### config.mk
export PLATFORM = sky130hd
export DESIGN_NAME = rom_fetch_ctrl
export DESIGN_NICKNAME = d
export VERILOG_FILES = /design/src/rtl/rom_fetch_ctrl.sv
export SDC_FILE = /design/constraint.sdc
export NUM_CORES = 1
export LEC_CHECK = 0
export ABC_CLOCK_PERIOD_IN_PS = 3800
export BUFFER_PORTS_ARGS = -buffer_cell sky130_fd_sc_hd__buf_4
export CAP_MARGIN = 15
export CORE_MARGIN = 2
export CORE_UTILIZATION = 57
export DETAILED_ROUTE_END_ITERATION = 12
export PLACE_DENSITY = 0.84
export SLEW_MARGIN = 20
export SYNTH_ARGS = -nofsm -noshare
export SYNTH_HDL_FRONTEND = slang
export SYNTH_SLANG_ARGS = --single-unit
### constraint.sdc
create_clock -name clk -period 3.8 [get_ports clk]
set_clock_uncertainty 0.2 [all_clocks]
set_input_delay 0.19 -clock clk [delete_from_list [all_inputs] [get_ports clk]]
set_output_delay 0.19 -clock clk [all_outputs]
set_load 0.005 [all_outputs]
### src/rtl/rom_fetch_ctrl.sv
// Instruction-fetch sequencer: steps a PC through a combinational ROM into a 2-deep prefetch buffer.
// Optional halt-on-EBREAK is enabled by defining FETCH_HALT_EN.
module rom_fetch_ctrl #(
    parameter int ADDR_W = 5,
    parameter int DATA_W = 32
) (
    input  logic              clk,
    input  logic              rst_n,
    input  logic              start,
    output logic [ADDR_W-1:0] rom_addr,
    input  logic [DATA_W-1:0] rom_q,
    input  logic              redirect,
    input  logic [ADDR_W-1:0] redirect_addr,
    output logic [DATA_W-1:0] instr,
    output logic [ADDR_W-1:0] instr_pc,
    output logic              instr_valid,
    input  logic              instr_ready,
    output logic              busy,
    output logic              halted
);

    typedef enum logic [1:0] {S_IDLE, S_FETCH, S_HALT} state_t;

    state_t            state, state_nx;
    logic [ADDR_W-1:0] pc, pc_nx;
    logic [1:0]        cnt, cnt_nx;
    logic [DATA_W-1:0] h_instr, h_instr_nx, t_instr, t_instr_nx;
    logic [ADDR_W-1:0] h_pc, h_pc_nx, t_pc, t_pc_nx;
    logic              pop, push;
`ifdef FETCH_HALT_EN
    localparam logic [DATA_W-1:0] EBREAK = DATA_W'(32'h0010_0073);
    logic              stop, stop_nx;
`endif

    always_ff @(posedge clk or negedge rst_n) begin
        if (!rst_n) begin
            state   <= S_IDLE;
            pc      <= '0;
            cnt     <= '0;
            h_instr <= '0;
            h_pc    <= '0;
            t_instr <= '0;
            t_pc    <= '0;
`ifdef FETCH_HALT_EN
            stop    <= 1'b0;
`endif
        end else begin
            state   <= state_nx;
            pc      <= pc_nx;
            cnt     <= cnt_nx;
            h_instr <= h_instr_nx;
            h_pc    <= h_pc_nx;
            t_instr <= t_instr_nx;
            t_pc    <= t_pc_nx;
`ifdef FETCH_HALT_EN
            stop    <= stop_nx;
`endif
        end
    end

    always_comb begin
        state_nx   = state;
        pc_nx      = pc;
        cnt_nx     = cnt;
        h_instr_nx = h_instr;
        h_pc_nx    = h_pc;
        t_instr_nx = t_instr;
        t_pc_nx    = t_pc;
        pop        = (cnt != 2'd0) && instr_ready;
        push       = 1'b0;
`ifdef FETCH_HALT_EN
        stop_nx    = stop;
`endif
        case (state)
            S_IDLE, S_HALT: begin
                if (redirect || start) begin
                    state_nx = S_FETCH;
                    pc_nx    = redirect ? redirect_addr : '0;
                    cnt_nx   = '0;
`ifdef FETCH_HALT_EN
                    stop_nx  = 1'b0;
`endif
                end
            end
            S_FETCH: begin
                if (redirect) begin
                    pc_nx   = redirect_addr;
                    cnt_nx  = '0;
`ifdef FETCH_HALT_EN
                    stop_nx = 1'b0;
`endif
                end else begin
`ifdef FETCH_HALT_EN
                    push = ((cnt != 2'd2) || pop) && !stop;
                    // The EBREAK is always the last entry, so its pop empties the buffer.
                    if (pop && stop && (cnt == 2'd1))
                        state_nx = S_HALT;
                    if (push && (rom_q == EBREAK))
                        stop_nx = 1'b1;
`else
                    push = (cnt != 2'd2) || pop;
`endif
                    cnt_nx = cnt - {1'b0, pop} + {1'b0, push};
                    if (pop && (cnt == 2'd2)) begin
                        h_instr_nx = t_instr;
                        h_pc_nx    = t_pc;
                    end
                    if (push) begin
                        pc_nx = pc + 1'b1;
                        if ((cnt == 2'd0) || ((cnt == 2'd1) && pop)) begin
                            h_instr_nx = rom_q;
                            h_pc_nx    = pc;
                        end else begin
                            t_instr_nx = rom_q;
                            t_pc_nx    = pc;
                        end
                    end
                end
            end
            default: state_nx = S_IDLE;
        endcase
    end

    assign rom_addr    = pc;
    assign instr       = h_instr;
    assign instr_pc    = h_pc;
    assign instr_valid = (cnt != 2'd0);
    assign busy        = (state == S_FETCH);
`ifdef FETCH_HALT_EN
    assign halted      = (state == S_HALT);
`else
    assign halted      = 1'b0;
`endif

endmodule

-- After elaboration in Yosys (flattened, before gate mapping)
Index checks and enable logic that the tools add are counted.
- add/subtract/negate cells: 3
- equality and inequality tests: 7
- muxes and demuxes: 16
- bitwise logic cells: 3
- reductions and logical operators: 16
- operators with widths (cell ; count):
    32-bit 2-to-1 mux ; 3
    5-bit 2-to-1 mux ; 7
    5-bit one-hot mux with 2 select lines ; 1
    2-bit one-hot mux with 2 select lines ; 2
    2-bit 2-to-1 mux ; 3
    2-bit AND reduction ; 3
    5-bit by 1-bit adder with 5-bit output, second input constant ; 1
    2-bit by 1-bit equality test with 1-bit output, second input constant ; 2
    2-bit equality test, second input constant ; 2
    2-bit zero test ; 2
    2-bit inequality test, second input constant ; 2
    4-bit AND reduction ; 1
    2-bit nonzero test ; 2
    1-bit logical AND ; 3
    1-bit logical OR ; 3
    3-bit by 2-bit inequality test with 1-bit output, second input constant ; 1
    1-bit NOT ; 3
    3-bit AND reduction ; 1
    2-bit by 1-bit adder with 2-bit output ; 1
    2-bit OR reduction ; 1
    2-bit by 1-bit subtractor with 2-bit output ; 1
- register bits after elaboration: 83
- output and inout bits: 45

-- Depth between registers and ports, before layout
Gate-level depths: netlist of run 1.
- depth after elaboration: 6
- depth in mapped cells: 6
- depth with buffers taken out: 4

-- Worst setup path before layout of run 1
OpenSTA, ideal clock, no wires.
- path kind: flip-flop to flip-flop
- from: reg state[0]
- to: reg t_instr[0]
- library setup time: 0.125 ns
- arrival time: 1.397 ns
- data required time: 3.475 ns
- path slack: 2.077 ns
- stages on the path, launching flop included: 5
- clock period less this slack: 1.723 ns
- cells stage by stage: dfrtp_1 nand2b_2 a21oi_4 buf_12 mux2_4
- word-level cells in the longest chain between the ends: 2
- RTL lines (element ; RTL line ; text):
    start, declared ; 24 ; state_t state, state_nx;
    start signal, assigned ; 48 ; state <= state_nx;
    2-bit by 1-bit equality test with 1-bit output ; 74 ; case (state)
    4-bit AND reduction (no line) ; - ;
    end signal, assigned ; 53 ; t_instr <= t_instr_nx;
    end, declared ; 27 ; logic [DATA_W-1:0] h_instr, h_instr_nx, t_instr, t_instr_nx;
No other way between the ends.
A chain may end at the register's enable or synchronous reset.

-- Final worst setup path of run 1
- from: in instr_ready
- to: reg h_instr[20], in the netlist instr[20]
- word-level cells in the longest chain between the ends: 5
- elaborated cells on any way between the ends: 8
- classes of those cells: 3 x mux; 5 x reduce/logical
- RTL lines (element ; RTL line ; text):
    start, declared ; 17 ; input logic instr_ready,
    1-bit logical AND (*) ; 69 ; pop = (cnt != 2'd0) && instr_ready;
    1-bit logical AND, on equally long branches ; 104, 110 ;
    32-bit 2-to-1 mux or 1-bit logical OR (tied branches) ; 104, 110 ;
    32-bit 2-to-1 mux ; 110 ; if ((cnt == 2'd0) || ((cnt == 2'd1) && pop)) begin
    32-bit 2-to-1 mux (*) ; 108 ; if (push) begin
    end signal, assigned ; 51 ; h_instr <= h_instr_nx;
    end, declared ; 27 ;
Mark *: on every way between the ends. The rest lies on a longest branch, timed or not.

==> qor.yml, run 1 <==
run_status:
  status: "complete, no violations"
routing:
  vias: 2740
  wl_um: 8670
  firstDrtPassIters: 4
  drt_iter0_markers: 196
  viasPerCell: 5.83
  detail-route-antenna-nets: 0
  top_layer_used: "met4"
  route.met3.wl_um: 439
  drc_errors: 0
  dr_wl_met2_um: 4280
  m1WireLength_um: 3830
  routedWlPerCell_um: 18.4
die:
  initial_core_util_pct: 58.2
  dieHeight_um: 83.8
  io_pins: 87
  rows: 29
  core_sq_um: 6240
  dieWidth_um: 83.8
  die_area_sq_um: 7030
global_route:
  grt-ovfl-total: 0
  grt_max_degree: 83
  antenna_found_initial: 0
  grt_pass1_wl_um: 14200
  grt_usage_pct: 25.7
  grt_pass1_vias: 2802
clock_network:
  cts_root_buf: "clkbuf_8"
  cts_htree_levels: 3
  clockBufferDepth: 2
  numCtsBuffers: 9
  cts_tree: "built"
  path_clk_slew_ns: 0.09
  post_cts_buffers: 0
  clkLatencyLatePin_ns: 0.35
  clkSinkCount: 82
setup_path:
  cp.required_ns: 3.88
  reg2regPathDepth: 4
  worstSetupPathType: "in -> reg"
  cp-start-kind: "primary input"
  crit_path_end_kind: "flip-flop"
  crit_fanout: 38
  crit_start: "instr_ready"
  critPathArrivalTime_ns: 2.57
  r2r-start: "state[0]"
power_and_ir_drop:
  finalPower_uw: 2840
  leakage_uw: 0.00219
  ir_worst_vdd_v: 0.000367
  power_density_nw_per_um2: 574
sta:
  tightestPinTransition_ns: 0.812
  drv_slew: 0
  hold_viol: 0
  fmax_mhz: 401
  slew_headroom_pct: 45.9
  fin_crit_ns: 2.49
  setup_viol: 0
  setup-tns-final_ns: 0
  rsz0062_at_grt: "no"
  period_share_pct: 65.6
logic_synthesis:
  syn-instance-count: 260
  synth_cell_types: 35
  yosysMostFrequentCell: "dfrtp_1"
  synth.avg_cell_area_sq_um: 14.0
  synthFlopType: "dfrtp_1"
  yosysTopAreaCell: "dfrtp_1"
  netlist_area_sq_um: 3630
  synth_area_leaders: "dfrtp_1 56%, mux2_4 12%, a2bb2oi_1 8.9%"
  synth_nets: 303
  synth_edf_count: 0
  async_flop_share_pct: 100
  seq_area_frac_synth_pct: 56.5
  ys_warn_count: 0
  yosys.area.top_type_share_pct: 56.5
  synth-seq-cells: 82
  synth_common_cells: "82 x dfrtp_1, 37 x a2bb2oi_1, 37 x o22ai_1"
final_layout:
  diodes: 0
  instances_no_fill: 470
  drive_gt1_share_pct: 38.2
  fill_cells: 383
  area.growth.synth_to_final_pct: 36.2
  final_net_count: 431
place:
  dp.cells: 405
  dpl.hpwl_um: 5030
  gp_congestion: 0.754
  port_buffers: 85
worst_hold_path:
  hp-class: "in -> async"
job:
  max-cap-violations: 0
==> sequential cells by signal, summed over array words and instances, names as in the netlist <==
signal and flops:
instr 32, t_instr 32, instr_pc 5, rom_addr 5
t_pc 5, cnt 2, state 1
==> final timing paths <==
check	endpoint	slack, ns
max	instr[20]	1.31
min	instr[8]	0.24
max reg2reg	t_instr[7]	1.40
min reg2reg	t_instr[25]	0.32
max in group asynchronous	instr_pc[1]	2.67
min in group clk	t_instr[25]	0.32
==> placed cells by master (no fill, tap or decap), types with 2 or more instances in the layout <==
| master | netlist | final |
|---|---|---|
| buf_4 | 5 | 87 |
| dfrtp_1 | 82 | 82 |
| dlygate4sd3_1 | 0 | 49 |
| o22ai_1 | 37 | 37 |
| a2bb2oi_1 | 37 | 37 |
| mux2_4 | 30 | 30 |
| clkbuf_8 | 0 | 10 |
| nand2_1 | 7 | 7 |
| mux2_2 | 7 | 7 |
| nand3_1 | 4 | 4 |
| nand2b_2 | 3 | 3 |
| nand3b_1 | 3 | 3 |
| a21oi_4 | 2 | 2 |
| a32oi_1 | 2 | 2 |
| o21ai_1 | 2 | 2 |
| a21oi_1 | 2 | 2 |
| or4_1 | 2 | 2 |
| nor2_1 | 2 | 2 |
| nor3b_1 | 2 | 2 |
| clkinvlp_4 | 0 | 2 |
==> power breakdown <==
| part | leakage (uW) | switching, uW | internal, uW |
|---|---|---|---|
| sequential | 0.000943 | 200 | 1150 |
| clock | 0.0000962 | 321 | 325 |
| combinational | 0.00115 | 285 | 559 |
==> per-layer routing <==
layer / up-vias / GRT usage (%)
met5: - / 0
met4: 0 / 8.36
met3: 13 / 5.93
met2: 90 / 40.5
met1: 1372 / 35.8
li1: 1265 / -
==> critical path, cell delays in order <==
cell,delay (ns)
dlygate4sd3_1,0.52
buf_4,0.12
nand2b_2,0.17
nand2b_2,0.46
a21oi_4,0.49
buf_4,0.38
a2bb2oi_1,0.20
==> final cells by class <==
class / count / area, sq um / area share (%)
clock inverter: 5 / 62.6 / 1.26
clock buffer: 11 / 141 / 2.86
sequential: 82 / 2050 / 41.5
multi-input combinational: 157 / 1420 / 28.7
tap: 77 / 96.3 / 1.95
timing repair buffer: 138 / 1170 / 23.7
==> per-stage QoR <==
stage	hold WS (ns)	utilization [%]	instance area (sq um)	setup WS [ns]
2_1_floorplan	-0.306	-	3630	2.08
3_3_place_gp	0.201	68.1	4250	1.43
3_5_place_dp	0.207	68.1	4250	1.39
4_1_cts	0.320	79.3	4950	1.32
5_1_grt	0.296	79.3	4950	1.11
6_report	0.242	79.3	4950	1.31
==> cell families after synthesis <==
group                    count (synthesis)  synth area share, %
other                                    1                0.103
XOR/XNOR                                 1                0.241
buffers and inverters                   21                 4.37
AND/OR/NAND/NOR                         30                 5.10
multiplexers                            38                 15.2
flip-flops                              82                 56.5
AO/OA/AOI/OAI                           86                 18.2
adder cells (fa/ha/maj)                  1                0.344
==> timing repair <==
| action | in CTS | in global routing |
|---|---|---|
| hold buffers | 49 | 0 |
| endpoints found under the hold margin | 154 | 0 |
| gates resized for setup | 0 | 0 |
Power figures use the tool's default switching activity.
==> inputs of run 2 (changes only) <==
ABC_CLOCK_PERIOD_IN_PS = 2350   (was 3800)
CORE_UTILIZATION = 53   (was 57)
PLACE_DENSITY = 0.79   (was 0.84)
clock period = 2.35 ns   (was 3.8 ns; I/O delays follow)
==> run 2 against run 1 <==
Net effect: count of clock-buffer cells in the layout shrank 1; die area grew 7.2%; hold slack got worse by 0.10 ns; critical endpoint is now rom_addr[2].
==> qor.yml, run 2 (synthesized netlist as in run 1, its figures left out) <==
power_and_ir_drop:
  power_density_nw_per_um2: 936  # +63%
  ir_worst_vdd_v: 0.000501  # +36%
  finalPower_uw: 4700  # +65%
  leakage_uw: 0.00222  # +1.7%
run_status:
  status: "complete, no violations"
final_layout:
  final_area_sq_um: 5010  # +1.3%
  drive_gt1_share_pct: 39.2  # +1.0 points
  final_common_cell: "buf_4"
  final_cell_mix: "92 x buf_4, 81 x dfrtp_1, 49 x dlygate4sd3_1"
  diodes: 0  # unchanged
  area.growth.synth_to_final_pct: 38.0
  instances_no_fill: 478  # +1.7%
  final_net_count: 436  # +1.2%
die:
  initial_core_util_pct: 54.1  # -4.1 points
  rows: 30  # +3.4%
  dieHeight_um: 86.8  # +3.5%
  core_sq_um: 6720  # +7.7%
  die_area_sq_um: 7530  # +7.2%
  dieWidth_um: 86.8  # +3.5%
  io_pins: 87  # unchanged
clock_network:
  numCtsBuffers: 9  # unchanged
  path_clk_slew_ns: 0.09  # about the same
  cts_root_buf: "clkbuf_8"
  clkLatencyLatePin_ns: 0.35  # about the same
  clockBufferDepth: 2  # unchanged
  post_cts_buffers: 0  # unchanged
  cts_htree_levels: 3  # unchanged
  cts_tree: "built"
  clkSinkCount: 82  # unchanged
sta:
  rsz0062_at_grt: "no"
  hold_viol: 0  # unchanged
  fmax_mhz: 452
  tightestPinTransition_ns: 0.612  # -0.200 ns
  period_share_pct: 94.2
  setup_viol: 0  # unchanged
  fin_crit_ns: 2.21
  setup-tns-final_ns: 0  # unchanged
  drv_slew: 0  # unchanged
  slew_headroom_pct: 59.2  # +13 points
routing:
  top_layer_used: "met4"
  detail-route-antenna-nets: 0  # unchanged
  viasPerCell: 5.78  # -0.81%
  routedWlPerCell_um: 18.7  # +1.2%
  vias: 2764  # +0.88%
  drc_errors: 0  # unchanged
  m1WireLength_um: 3960  # +3.6%
  drt_iter0_markers: 131  # -33%
  wl_um: 8920  # +2.9%
  firstDrtPassIters: 5  # +1
  dr_wl_met2_um: 4420  # +3.2%
  route.met3.wl_um: 445  # +1.4%
setup_path:
  crit_fanout: 7  # -82%
  timing.rr.end: "rom_addr[2]"
  cp_num_buf_inv: 1  # -2
  cp_cell_sequence: "or3b_4 -> mux2i_4 -> nor3b_1 -> o31ai_2 -> dlygate4sd3_1"
  crit_path_end_kind: "flip-flop"
  max_stage_delay_ns: 0.57  # +0.05 ns
  r2r-start: "cnt[0]"
  reg2regPathDepth: 5  # +1
  cp_top_family: "buffers and inverters"
  critPathSlowestCell: "dlygate4sd3_1"
  rrSetupSlack_ns: 0.14  # -1.26 ns
  worstSetupPathType: "reg -> reg"
  cp-start-kind: "flip-flop"
  critPathArrivalTime_ns: 2.30  # -0.27 ns
  cp.required_ns: 2.43  # -1.45 ns
worst_hold_path:
  hp-class: "in -> async"
place:
  dpl.hpwl_um: 5210  # +3.6%
  gp_congestion: 0.832  # +10%
  dp.cells: 413  # +2.0%
  placed_area_sq_um: 4310  # +1.3%
  port_buffers: 85  # unchanged
global_route:
  grt_max_degree: 48  # -42%
  antenna_found_initial: 0  # unchanged
  grt_usage_pct: 24.9  # -0.86 points
  grt_pass1_vias: 2870  # +2.4%
  grt_pass1_wl_um: 14500  # +2.1%
  grt-ovfl-total: 0  # unchanged
job:
  max-cap-violations: 0  # unchanged
[run 2: per-stage QoR]
step	hold WS [ns]	utilization, %	setup WS (ns)
2_1_floorplan	-0.378	-	0.627
3_3_place_gp	-0.0421	64.1	0.489
3_5_place_dp	-0.0294	64.1	0.448
4_1_cts	0.137	74.6	0.145
5_1_grt	0.188	74.6	0.0119
6_report	0.142	74.6	0.136
[run 2: timing repair]
| item | in CTS | in global routing |
|---|---|---|
| endpoints found under the setup margin | 0 | 1 |
| hold endpoints to repair | 118 | 0 |
| gates resized for setup | 0 | 1 |
| hold buffers | 49 | 0 |
[run 2: worst register-to-register path, delay by kind of cell, from the launching register on]
kind                   cells  cell delay (ns)
buffers and inverters      1             0.57
multiplexers               1             0.24
AND/OR/NAND/NOR            2             0.55
flip-flops                 1             0.43
AO/OA/AOI/OAI              1             0.17
[run 2: area by class of cell]
| type | count | area, sq um |
|---|---|---|
| Multi-Input combinational cell | 157 | 1420 |
| Fill cell | 448 | 1700 |
| Tap cell | 80 | 100 |
| Sequential cell | 82 | 2050 |
| Timing Repair Buffer | 143 | 1220 |
| Clock buffer | 10 | 128 |
| Clock inverter | 6 | 90.1 |
[run 2: where the power goes]
part	internal, uW	switching (uW)	total, uW	leakage (uW)
Combinational	916	480	1400	0.00117
Sequential	1860	309	2170	0.000942
Clock	603	522	1120	0.000107
Total	3380	1310	4700	0.00222
[run 2: worst max-delay path by stage]
stage              from          end  slack, ns  cells past startpoint
4_1_cts          cnt[1]  rom_addr[2]       0.14                      5
6_report         cnt[0]  rom_addr[2]       0.14                      5
3_5_place_dp   state[0]  t_instr[26]       0.45                      4
5_1_grt        state[0]  rom_addr[4]       0.01                      5
2_1_floorplan  state[0]   t_instr[0]       0.63                      4
3_3_place_gp   state[0]  t_instr[23]       0.49                      4
[run 2: per-layer routing]
layer,global-route usage (%),up-vias
li1,-,1267
met1,33.9,1381
met2,40.3,105
met3,5.24,11
met4,7.39,0
met5,0,-
==> inputs of run 3 (changes only) <==
BUFFER_PORTS_ARGS = default   (was -buffer_cell sky130_fd_sc_hd__buf_4)
CORE_UTILIZATION = 63   (was 53)
DONT_BUFFER_PORTS = 1   (was default)
==> run 3 against run 2 <==
Net effect: total power fell by 6.0%; global-route usage is 2.6 points higher; maximum frequency decreased by 0.64%; hold slack got worse by 0.13 ns; worst setup slack worse by 0.014 ns; utilization up 4.3 points; routed wire length fell by 8.6%; count of clock-buffer cells in the layout grew 2; sequential cell count unchanged; critical endpoint unchanged; largest cell class unchanged.
==> qor.yml, run 3 (synthesized netlist as in run 1, its figures left out) <==
routing:
  routedWlPerCell_um: 21.3  # +14%
  viasPerCell: 6.31  # +9.1%
  route.met3.wl_um: 463  # +4.0%
  detail-route-antenna-nets: 0  # unchanged
  dr_wl_met2_um: 4090  # -7.4%
  top_layer_used: "met4"
  firstDrtPassIters: 4  # -1
  wl_um: 8150  # -8.6%
  drt_iter0_markers: 141  # +7.6%
  drc_errors: 0  # unchanged
  vias: 2416  # -13%
  m1WireLength_um: 3540  # -11%
clock_network:
  cts_htree_levels: 3  # unchanged
  clkSinkCount: 82  # unchanged
  clockBufferDepth: 2  # unchanged
  numCtsBuffers: 9  # unchanged
  clkLatencyLatePin_ns: 0.34  # about the same
  cts_root_buf: "clkbuf_8"
  cts_resized: 0  # unchanged
  path_clk_slew_ns: 0.08  # about the same
  post_cts_buffers: 0  # unchanged
  cts_tree: "built"
setup_path:
  worstSetupPathDepth: 5  # unchanged
  cp.required_ns: 2.42  # about the same
  rrSetupSlack_ns: 0.12  # about the same
  crit_fanout: 7  # unchanged
  max_stage_delay_ns: 0.58  # about the same
  cp-start-kind: "flip-flop"
  worstSetupPathType: "reg -> reg"
  critPathSlowestCell: "dlygate4sd3_1"
  cp_cell_sequence: "or3b_4 -> mux2i_4 -> nor3b_1 -> o31ai_2 -> dlygate4sd3_1"
  reg2regPathDepth: 5  # unchanged
  timing.rr.end: "rom_addr[2]"
  r2r-start: "cnt[1]"
  critPathArrivalTime_ns: 2.30  # about the same
  crit_path_end_kind: "flip-flop"
  cp_top_family: "buffers and inverters"
  cp_num_buf_inv: 1  # unchanged
global_route:
  grt-ovfl-total: 0  # unchanged
  antenna_found_initial: 0  # unchanged
  grt_pass1_wl_um: 13400  # -7.5%
  grt_pass1_vias: 2593  # -9.7%
  grt_max_degree: 83  # +73%
  grt_usage_pct: 27.5  # +2.6 points
sta:
  holdWs_ns: 0.0103  # -0.132 ns
  fin_crit_ns: 2.23  # +0.0142 ns
  fmax_mhz: 449  # -0.64%
  drv_slew: 0  # unchanged
  hold_viol: 0  # unchanged
  period_share_pct: 94.8  # +0.61 points
  setup-tns-final_ns: 0  # unchanged
  rsz0062_at_grt: "no"
  setup_viol: 0  # unchanged
die:
  rows: 27  # -10%
  io_pins: 87  # unchanged
  core_sq_um: 5540  # -18%
  die_area_sq_um: 6390  # -15%
  initial_core_util_pct: 65.6  # +12 points
  dieWidth_um: 79.9  # -7.9%
  dieHeight_um: 79.9  # -7.9%
place:
  port_buffers: 0  # -100%
  placed_area_sq_um: 3660  # -15%
  dpl.hpwl_um: 4670  # -10%
  gp_congestion: 0.746  # -10%
final_layout:
  area.growth.synth_to_final_pct: 20.4
  fill_cells: 322  # -28%
  final_net_count: 349  # -20%
  diodes: 0  # unchanged
  final_common_cell: "dfrtp_1"
  final_area_sq_um: 4370  # -13%
  drive_gt1_share_pct: 22.8  # -16 points
  final_cell_mix: "82 x dfrtp_1, 46 x dlygate4sd3_1, 37 x o22ai_1, 37 x a2bb2oi_1, 30 x mux2_4"
power_and_ir_drop:
  ir_worst_vdd_v: 0.000566  # +13%
  power_density_nw_per_um2: 1010  # +7.7%
  leakage_uw: 0.00184  # -17%
run_status:
  status: "complete, no violations"
worst_hold_path:
  hold_depth: 3
  min-delay-start: "instr_ready"
  hp-class: "in -> reg"
  hold_path_end: "instr[11]"
job:
  max-cap-violations: 0  # unchanged
run 3: metrics by stage:
stage | power [uW] | std cells | worst slack (ns) | utilization (%)
6_report | 4410 | 383 | 0.121 | 79.0
5_1_grt | 4630 | 383 | 0.00816 | 79.0
4_1_cts | 4420 | 383 | 0.133 | 79.0
3_5_place_dp | 3160 | 320 | 0.599 | 66.0
3_3_place_gp | 3090 | 320 | 0.660 | 66.0
2_1_floorplan | 2950 | 260 | 0.627 | -
run 3: cell type report:
| class | instances | area, sq um | share of cell area, % |
|---|---|---|---|
| Timing Repair Buffer | 56 | 581 | 13.3 |
| Clock inverter | 4 | 73.8 | 1.69 |
| Clock buffer | 12 | 155 | 3.55 |
| Tap cell | 72 | 90.1 | 2.06 |
| Multi-Input combinational cell | 157 | 1420 | 32.5 |
| Sequential cell | 82 | 2050 | 46.9 |
run 3: worst reg2reg max path, stage by stage (launching register included):
cell and delay, ns:
dfrtp_1 0.44, or3b_4 0.44, mux2i_4 0.24, nor3b_1 0.09
o31ai_2 0.17, dlygate4sd3_1 0.58
run 3: timing repair:
item / in CTS / in global routing
setup endpoints to repair: 0 / 0
hold buffers: 47 / 0
hold endpoints to repair: 154 / 0
run 3: report_power, final:
part	total (uW)	switching (uW)	leakage, uW	internal (uW)
Sequential	2210	340	0.000943	1860
Combinational	1070	390	0.000781	676
Clock	1140	482	0.000117	658
Total	4410	1210	0.00184	3200
run 3: worst max path at each step:
| stage | startpoint | end | slack (ns) |
|---|---|---|---|
| 6_report | cnt[1] | rom_addr[2] | 0.12 |
| 2_1_floorplan | state[0] | t_instr[0] | 0.63 |
| 5_1_grt | cnt[1] | rom_addr[2] | 0.008 |
| 3_5_place_dp | cnt[0] | instr[13] | 0.60 |
| 4_1_cts | cnt[1] | rom_addr[2] | 0.13 |
| 3_3_place_gp | cnt[1] | t_instr[25] | 0.66 |
run 3: metal layers:
metal	global-route usage, %	vias to the layer above
met4	8.64	0
li1	-	1089
met3	6.00	8
met5	0	-
met2	44.3	77
met1	37.5	1242
